--- config.mk ---
export PLATFORM = sky130hd
export DESIGN_NAME = conv_window_gen3x3
export DESIGN_NICKNAME = d
export VERILOG_FILES = /design/src/rtl/conv_window_gen3x3.sv
export SDC_FILE = /design/constraint.sdc
export NUM_CORES = 1
export LEC_CHECK = 0
export CORE_UTILIZATION = 58
export CTS_BUF_LIST = sky130_fd_sc_hd__clkbuf_4 sky130_fd_sc_hd__clkbuf_8
export DETAILED_ROUTE_END_ITERATION = 10
export HOLD_SLACK_MARGIN = 0.06
export PLACE_DENSITY = 0.85
export SYNTH_ARGS = -nofsm -noshare
export SYNTH_HDL_FRONTEND = slang
export SYNTH_SLANG_ARGS = --single-unit
--- constraint.sdc ---
create_clock -name clk -period 3.65 [get_ports clk]
set_clock_uncertainty 0.1 [all_clocks]
set_input_delay 0.365 -clock clk [delete_from_list [all_inputs] [get_ports clk]]
set_output_delay 0.365 -clock clk [all_outputs]
set_load 0.05 [all_outputs]
--- src/rtl/conv_window_gen3x3.sv ---
// Streaming 3x3 sliding-window generator: two line buffers plus a 3x3 window register,
// emitting one packed patch per fully-populated (unpadded) window over valid/ready.
module conv_window_gen3x3 #(
    parameter int DATA_W = 8,
    parameter int IMG_W  = 8,
    parameter int IMG_H  = 8
) (
    input  logic                       clk,
    input  logic                       rst,
    input  logic                       in_valid,
    output logic                       in_ready,
    input  logic [DATA_W-1:0]          in_pixel,
    output logic                       win_valid,
    input  logic                       win_ready,
    output logic [9*DATA_W-1:0]        win_patch,
    output logic                       win_last,
    output logic [$clog2(IMG_H)-1:0]   win_row,
    output logic [$clog2(IMG_W)-1:0]   win_col
);

    localparam int CW = $clog2(IMG_W);
    localparam int RW = $clog2(IMG_H);
    localparam logic [CW-1:0] COL_LAST = CW'(IMG_W - 1);
    localparam logic [RW-1:0] ROW_LAST = RW'(IMG_H - 1);

    typedef logic [DATA_W-1:0] pix_t;

    // Raster position of the next pixel to be accepted.
    logic [CW-1:0] col_q, col_d;
    logic [RW-1:0] row_q, row_d;

    // Window element (r,c) lives at index r*3+c, so the packed array is the patch itself.
    logic [8:0][DATA_W-1:0] win_q, win_d;

    logic          valid_q, valid_d;
    logic          last_q, last_d;
    logic [RW-1:0] wrow_q, wrow_d;
    logic [CW-1:0] wcol_q, wcol_d;

    // lb0 holds the previous row, lb1 the row above it.
    pix_t lb0_q [IMG_W];
    pix_t lb1_q [IMG_W];

    logic accept;
    logic col_wrap;
    logic frame_end;
    pix_t lb0_rd;
    pix_t lb1_rd;

    assign in_ready  = !valid_q || win_ready;
    assign accept    = in_valid && in_ready;
    assign col_wrap  = (col_q == COL_LAST);
    assign frame_end = col_wrap && (row_q == ROW_LAST);
    assign lb0_rd    = lb0_q[col_q];
    assign lb1_rd    = lb1_q[col_q];

    always_comb begin
        // NOTE: every next-state signal gets its hold value first so no path leaves it
        // unassigned; that is what keeps this block free of inferred latches.
        col_d   = col_q;
        row_d   = row_q;
        win_d   = win_q;
        valid_d = valid_q;
        last_d  = last_q;
        wrow_d  = wrow_q;
        wcol_d  = wcol_q;

        if (accept) begin
            for (int r = 0; r < 3; r++) begin
                win_d[r*3 + 0] = win_q[r*3 + 1];
                win_d[r*3 + 1] = win_q[r*3 + 2];
            end
            win_d[2] = lb1_rd;
            win_d[5] = lb0_rd;
            win_d[8] = in_pixel;

            col_d = col_wrap ? '0 : col_q + CW'(1);
            if (col_wrap) begin
                row_d = (row_q == ROW_LAST) ? '0 : row_q + RW'(1);
            end

            valid_d = (row_q >= RW'(2)) && (col_q >= CW'(2));
            wrow_d  = row_q - RW'(1);
            wcol_d  = col_q - CW'(1);
            last_d  = frame_end;
        end else if (valid_q && win_ready) begin
            valid_d = 1'b0;
        end
    end

    // NOTE: state registers use non-blocking assignments so every flop samples the
    // pre-edge values computed above, independent of statement order.
    always_ff @(posedge clk) begin
        if (rst) begin
            col_q   <= '0;
            row_q   <= '0;
            win_q   <= '0;
            valid_q <= 1'b0;
            last_q  <= 1'b0;
            wrow_q  <= '0;
            wcol_q  <= '0;
        end else begin
            col_q   <= col_d;
            row_q   <= row_d;
            win_q   <= win_d;
            valid_q <= valid_d;
            last_q  <= last_d;
            wrow_q  <= wrow_d;
            wcol_q  <= wcol_d;
        end
    end

    // NOTE: line buffers carry no reset; each entry is rewritten before any window that
    // reads it can be emitted, so clearing them would only cost reset fan-out.
    always_ff @(posedge clk) begin
        if (accept) begin
            lb1_q[col_q] <= lb0_rd;
            lb0_q[col_q] <= in_pixel;
        end
    end

    assign win_valid = valid_q;
    assign win_patch = win_q;
    assign win_last  = last_q;
    assign win_row   = wrow_q;
    assign win_col   = wcol_q;

endmodule
* After elaboration in Yosys (flattened, before gate mapping)
Memory sizes are Yosys's and may differ from the RTL's. A register that Yosys moved wholly into a read port is not among the register bits. Cells that the tools add are included.
Storage, ports and cells: bits in registers 78, latch bits 0, RAM bits 128, ROM bits 0, input port bits 12, output and inout port bits 81, memories kept 2
Memories:
- lb0_q | words 8, width 8, rd ports 1, clocked after Yosys merged registers in 1, write ports 1, line 41 | pix_t lb0_q [IMG_W];
- lb1_q | words 8, width 8, rd ports 1, clocked after Yosys merged registers in 1, write ports 1, line 42 | pix_t lb1_q [IMG_W];
Cells by class: add/subtract/negate cells 4, multiply operators 0, div/mod/pow operators 0, magnitude comparators 2, equality and inequality tests 2, shift operators 0, mux-type cells 8, bitwise logic cells 0, reduce and logical (&&, ||, !) cells 8
Operator list (count):
- $mux W3 | 4
- $add A3 B1 Y3 const B | 2
- $eq A3 B3 Y1 const B | 2
- $ge A3 B2 Y1 const B | 2
- $sub A3 B1 Y3 const B | 2
- $logic_and A1 B1 Y1 | 4
- $mux W1 | 4
- $reduce_and A2 Y1 | 1
- $reduce_bool A2 Y1 | 1
- $logic_not A1 Y1 | 1
- $logic_or A1 B1 Y1 | 1

* Logic depth before layout (Yosys ltp)
word-level depth 5, gate-level depth with buffers 6, gate-level depth less buffers 5

* Least setup slack after synthesis
No wires, ideal clock.
kind register to register, from reg valid_q (netlist: win_valid), to mem lb0_q[0][0] (netlist name) (enable), setup time 0.430 ns, arrival time 2.804 ns, required time 3.120 ns, slack 0.315 ns, cell stages (with the launch flop) 7, buffers on the path 2, period minus slack after synthesis 3.335 ns, cells stage by stage dfxtp_1 -> nor2b_1 -> buf_2 -> inv_2 -> buf_2 -> nand2_1 -> nor4_1
Between the ends: longest elaborated chain between the ends 5
RTL lines:
- start: declaration | line 35 | logic valid_q, valid_d;
- start signal: assignment | line 106 | valid_q <= valid_d;
- $logic_not A1 Y1 | line 50 | assign in_ready = !valid_q || win_ready;
- $logic_or A1 B1 Y1 | line 50
- $logic_and A1 B1 Y1 | line 51 | assign accept = in_valid && in_ready;
- $mux W1 | line 116 | if (accept) begin
- $mux W1 (not written as such) | line 118 | lb0_q[col_q] <= in_pixel;
- end: declaration | line 41
No other way between the ends.

* Worst setup path after layout
from reg valid_q (netlist: win_valid), to out in_ready
Between the ends: longest elaborated chain between the ends 2
RTL lines:
- $logic_not A1 Y1 | line 50
- $logic_or A1 B1 Y1 | line 50
- end: declaration | line 11 | output logic in_ready,
No other way between the ends.

==> results by group <==
Status
  – Outcome: completed

Worst setup path
  – FF-to-FF setup slack: 1450 ps
  – Crit path to: in_ready
  – CP max stage delay: 620 ps
  – Most used cell, CP: buf_4
  – Worst setup path start: win_valid$_SDFFE_PP0P_
  – Crit path max fanout: 80
  – Worst reg2reg endpoint: lb1_q[4][6]$_DFFE_PP_
  – Startpoint Class: flop
  – Reg2reg path depth: 4
  – Setup crit end kind: output pin
  – Critical path cell sequence: nor2b_4 -> inv_2 -> buf_4 -> buf_4
  – CP required: 3180 ps
  – CP Data Arrival Time: 2010 ps
  – Critical path class: reg -> out
  – CP max stage cell: buf_4

Synth
  – Async SR Flop Fraction: 0%
  – Post-Synthesis Cells: 667
  – Mean Syn Cell Area: 12.7 um2
  – Top cells by area, synth: edfxtp_1 45%, dfxtp_1 21%, a21oi_1 4.7%
  – Synth top area share: 45.4%
  – Most frequent cell after synthesis: edfxtp_1
  – Synth Flop Type: edfxtp_1
  – Post-synthesis sequential area ratio: 66.4%
  – Number of synthesized register bits: 217
  – Top cells by count, synth: 128 x edfxtp_1, 89 x dfxtp_1, 79 x a21oi_1, 63 x o21ai_0, 61 x nand3_1
  – Cell area after synthesis: 0.00847 mm2
  – Unique masters post-synth: 37
  – Mapped Nets: 686
  – Synth area leader: edfxtp_1
  – Post-synth EDFFs: 128
  – Yosys warns: 0

Floorplan
  – Row count: 43
  – Height of the die: 123 um
  – Num ports: 93
  – Initial Util: 60.3%
  – Die W: 123 um
  – Core box area: 0.0140 mm2
  – Die area: 0.0151 mm2

Power
  – Max rail drop VDD: 333 uV
  – Total power: 5320 uW
  – Pwr per Cell Area: 520 mW/mm2
  – Lkg Pwr: 0.00337 uW

Global route
  – First-pass GRT wire length: 30300 um
  – Aggregate global routing overflow: 0
  – Initial antenna violation count: 0
  – Largest net degree at the start of global routing: 81
  – Vias in the first global route: 5719
  – GRT Total Usage: 27.1%

Clock tree
  – Sink Count: 217
  – Worst-Skew Late Latency: 520 ps
  – Maximum clock insertion buffer count: 3
  – Root Buffer: clkbuf_8
  – CTS tree: done
  – Post-CTS Hold Fix Bufs: 0
  – H-Tree Depth: 2
  – Cts bufs inserted: 35
  – Worst-path clk slew: 60 ps
  – Post-CTS Repair Setup Buffers: 0
  – Post_cts resized: 0

STA
  – Slew Viols, Final: 0
  – Final period utilization: 67.8%
  – RSZ-0062 raised after global routing: no
  – Worst Max-Slew Pin Slew: 1010 ps
  – Worst rel slew slack: 32.3%
  – Final-report setup violation count: 0
  – Fmax: 404 MHz
  – Setup TNS: 0 ps
  – Final hold vios: 0
  – Final Critical Period: 2470 ps

Placed design
  – Routability cong.: 0.914
  – HPWL Detailed: 12100 um
  – Port Buffer Count: 92

Route
  – DRT Pass-1 Iters: 4
  – Vias: 5949
  – Routed WL per cell: 20.3 um
  – Routed Antenna Nets: 0
  – Vias per cell: 6.16
  – Initial drt markers: 584
  – Detailed Route WL: 19600 um
  – # DRC: 0

Cells and area
  – Post-layout nets: 780
  – Layout cell share with drive strength beyond 1: 14.8%
  – N_diodes: 0
  – Layout area overhead: 20.7%
  – Fill count: 901

Flow run
  – Max-cap viol count: 0

Hold path
  – Worst hold-check path type: in -> reg
## worst max-delay path: cells and delay by family (launching register included)
kind	cells	cell delay [ps]
buffers and inverters	3	1020
flip-flops	1	320
AND/OR/NAND/NOR	1	130
## final cells by class
cell class / instances / area (um2) / area share [%]
sequential: 217 / 5630 / 55.0
multi-input combinational: 383 / 2590 / 25.3
timing repair buffer: 112 / 1060 / 10.3
clock buffer: 50 / 638 / 6.24
tap: 180 / 225 / 2.20
clock inverter: 12 / 48.8 / 0.477
inverter: 12 / 45.0 / 0.440
## flip-flops by register name (all words and copies together), names as in the netlist, named ones only
| register | flops |
|---|---|
| win_valid | 1 |
| lb0_q | 64 |
| col_q | 3 |
| win_patch | 72 |
| lb1_q | 64 |
| win_col | 3 |
| row_q | 3 |
| win_row | 3 |
| win_last | 1 |
## stage by stage
stage	area [um2]	setup slack, ps	std cells	util (%)	hold WS (ps)
after global routing	10200	1110	966	72.8	228
after CTS	10200	1180	966	72.8	189
after floorplan	8470	315	667	-	364
after detailed placement	9540	1070	904	67.9	368
final	10200	1180	966	72.8	217
after global placement	9540	1180	904	67.9	360
## placed cells by master, fill, tap and decap left out, types with 6 or more instances in the layout
cell type,synthesis,final
inv_1,10,10
nor2_1,11,11
mux2_2,16,16
clkbuf_8,0,42
mux2i_1,36,36
edfxtp_1,128,128
clkdlybuf4s50_1,0,89
dfxtp_1,89,89
nand3_1,61,61
a211oi_1,7,7
o21ai_0,63,63
nand4_1,6,6
a311oi_2,8,8
a21oi_1,79,79
buf_4,4,21
ha_1,7,7
nor2b_1,7,6
clkinv_1,0,9
clkbuf_4,0,8
mux4_2,8,8
a22o_1,6,6
nand2_1,29,29
## how the worst min path moves through the flow
stage | slack, ps | cells past startpoint | start | end
2_1_floorplan | 360 | 0 | in_pixel[0] | lb0_q[0][0]$_DFFE_PP_
3_3_place_gp | 360 | 2 | win_patch[7]$_SDFFE_PP0P_ | win_patch[7]$_SDFFE_PP0P_
3_5_place_dp | 370 | 2 | win_patch[49]$_SDFFE_PP0P_ | win_patch[49]$_SDFFE_PP0P_
4_1_cts | 190 | 2 | rst | win_patch[67]$_SDFFE_PP0P_
6_report | 220 | 2 | rst | win_patch[36]$_SDFFE_PP0P_
5_1_grt | 230 | 2 | rst | win_patch[67]$_SDFFE_PP0P_
## metal layers
layer | track usage, % | part of all wire (%) | vias up
met4 | 14.0 | 3.7 | 0
met1 | 37.3 | 42 | 2874
li1 | - | - | 2711
met2 | 41.8 | 47 | 306
met3 | 4.14 | 7.4 | 58
met5 | 0 | 0 | -
## cells by family after synthesis
family | Yosys count | share of synthesized area [%]
flops | 217 | 66.4
simple gates | 129 | 7.32
fa+ha+maj | 7 | 1.03
xor+xnor | 2 | 0.207
buf+inv | 67 | 3.48
mux | 60 | 8.51
compound gates | 185 | 13.1
## where the power goes
part / switching (uW) / internal (uW)
Clock: 907 / 1120
Sequential: 50.8 / 2690
Combinational: 370 / 181
Note: power is estimated with default switching activity, not from simulation.
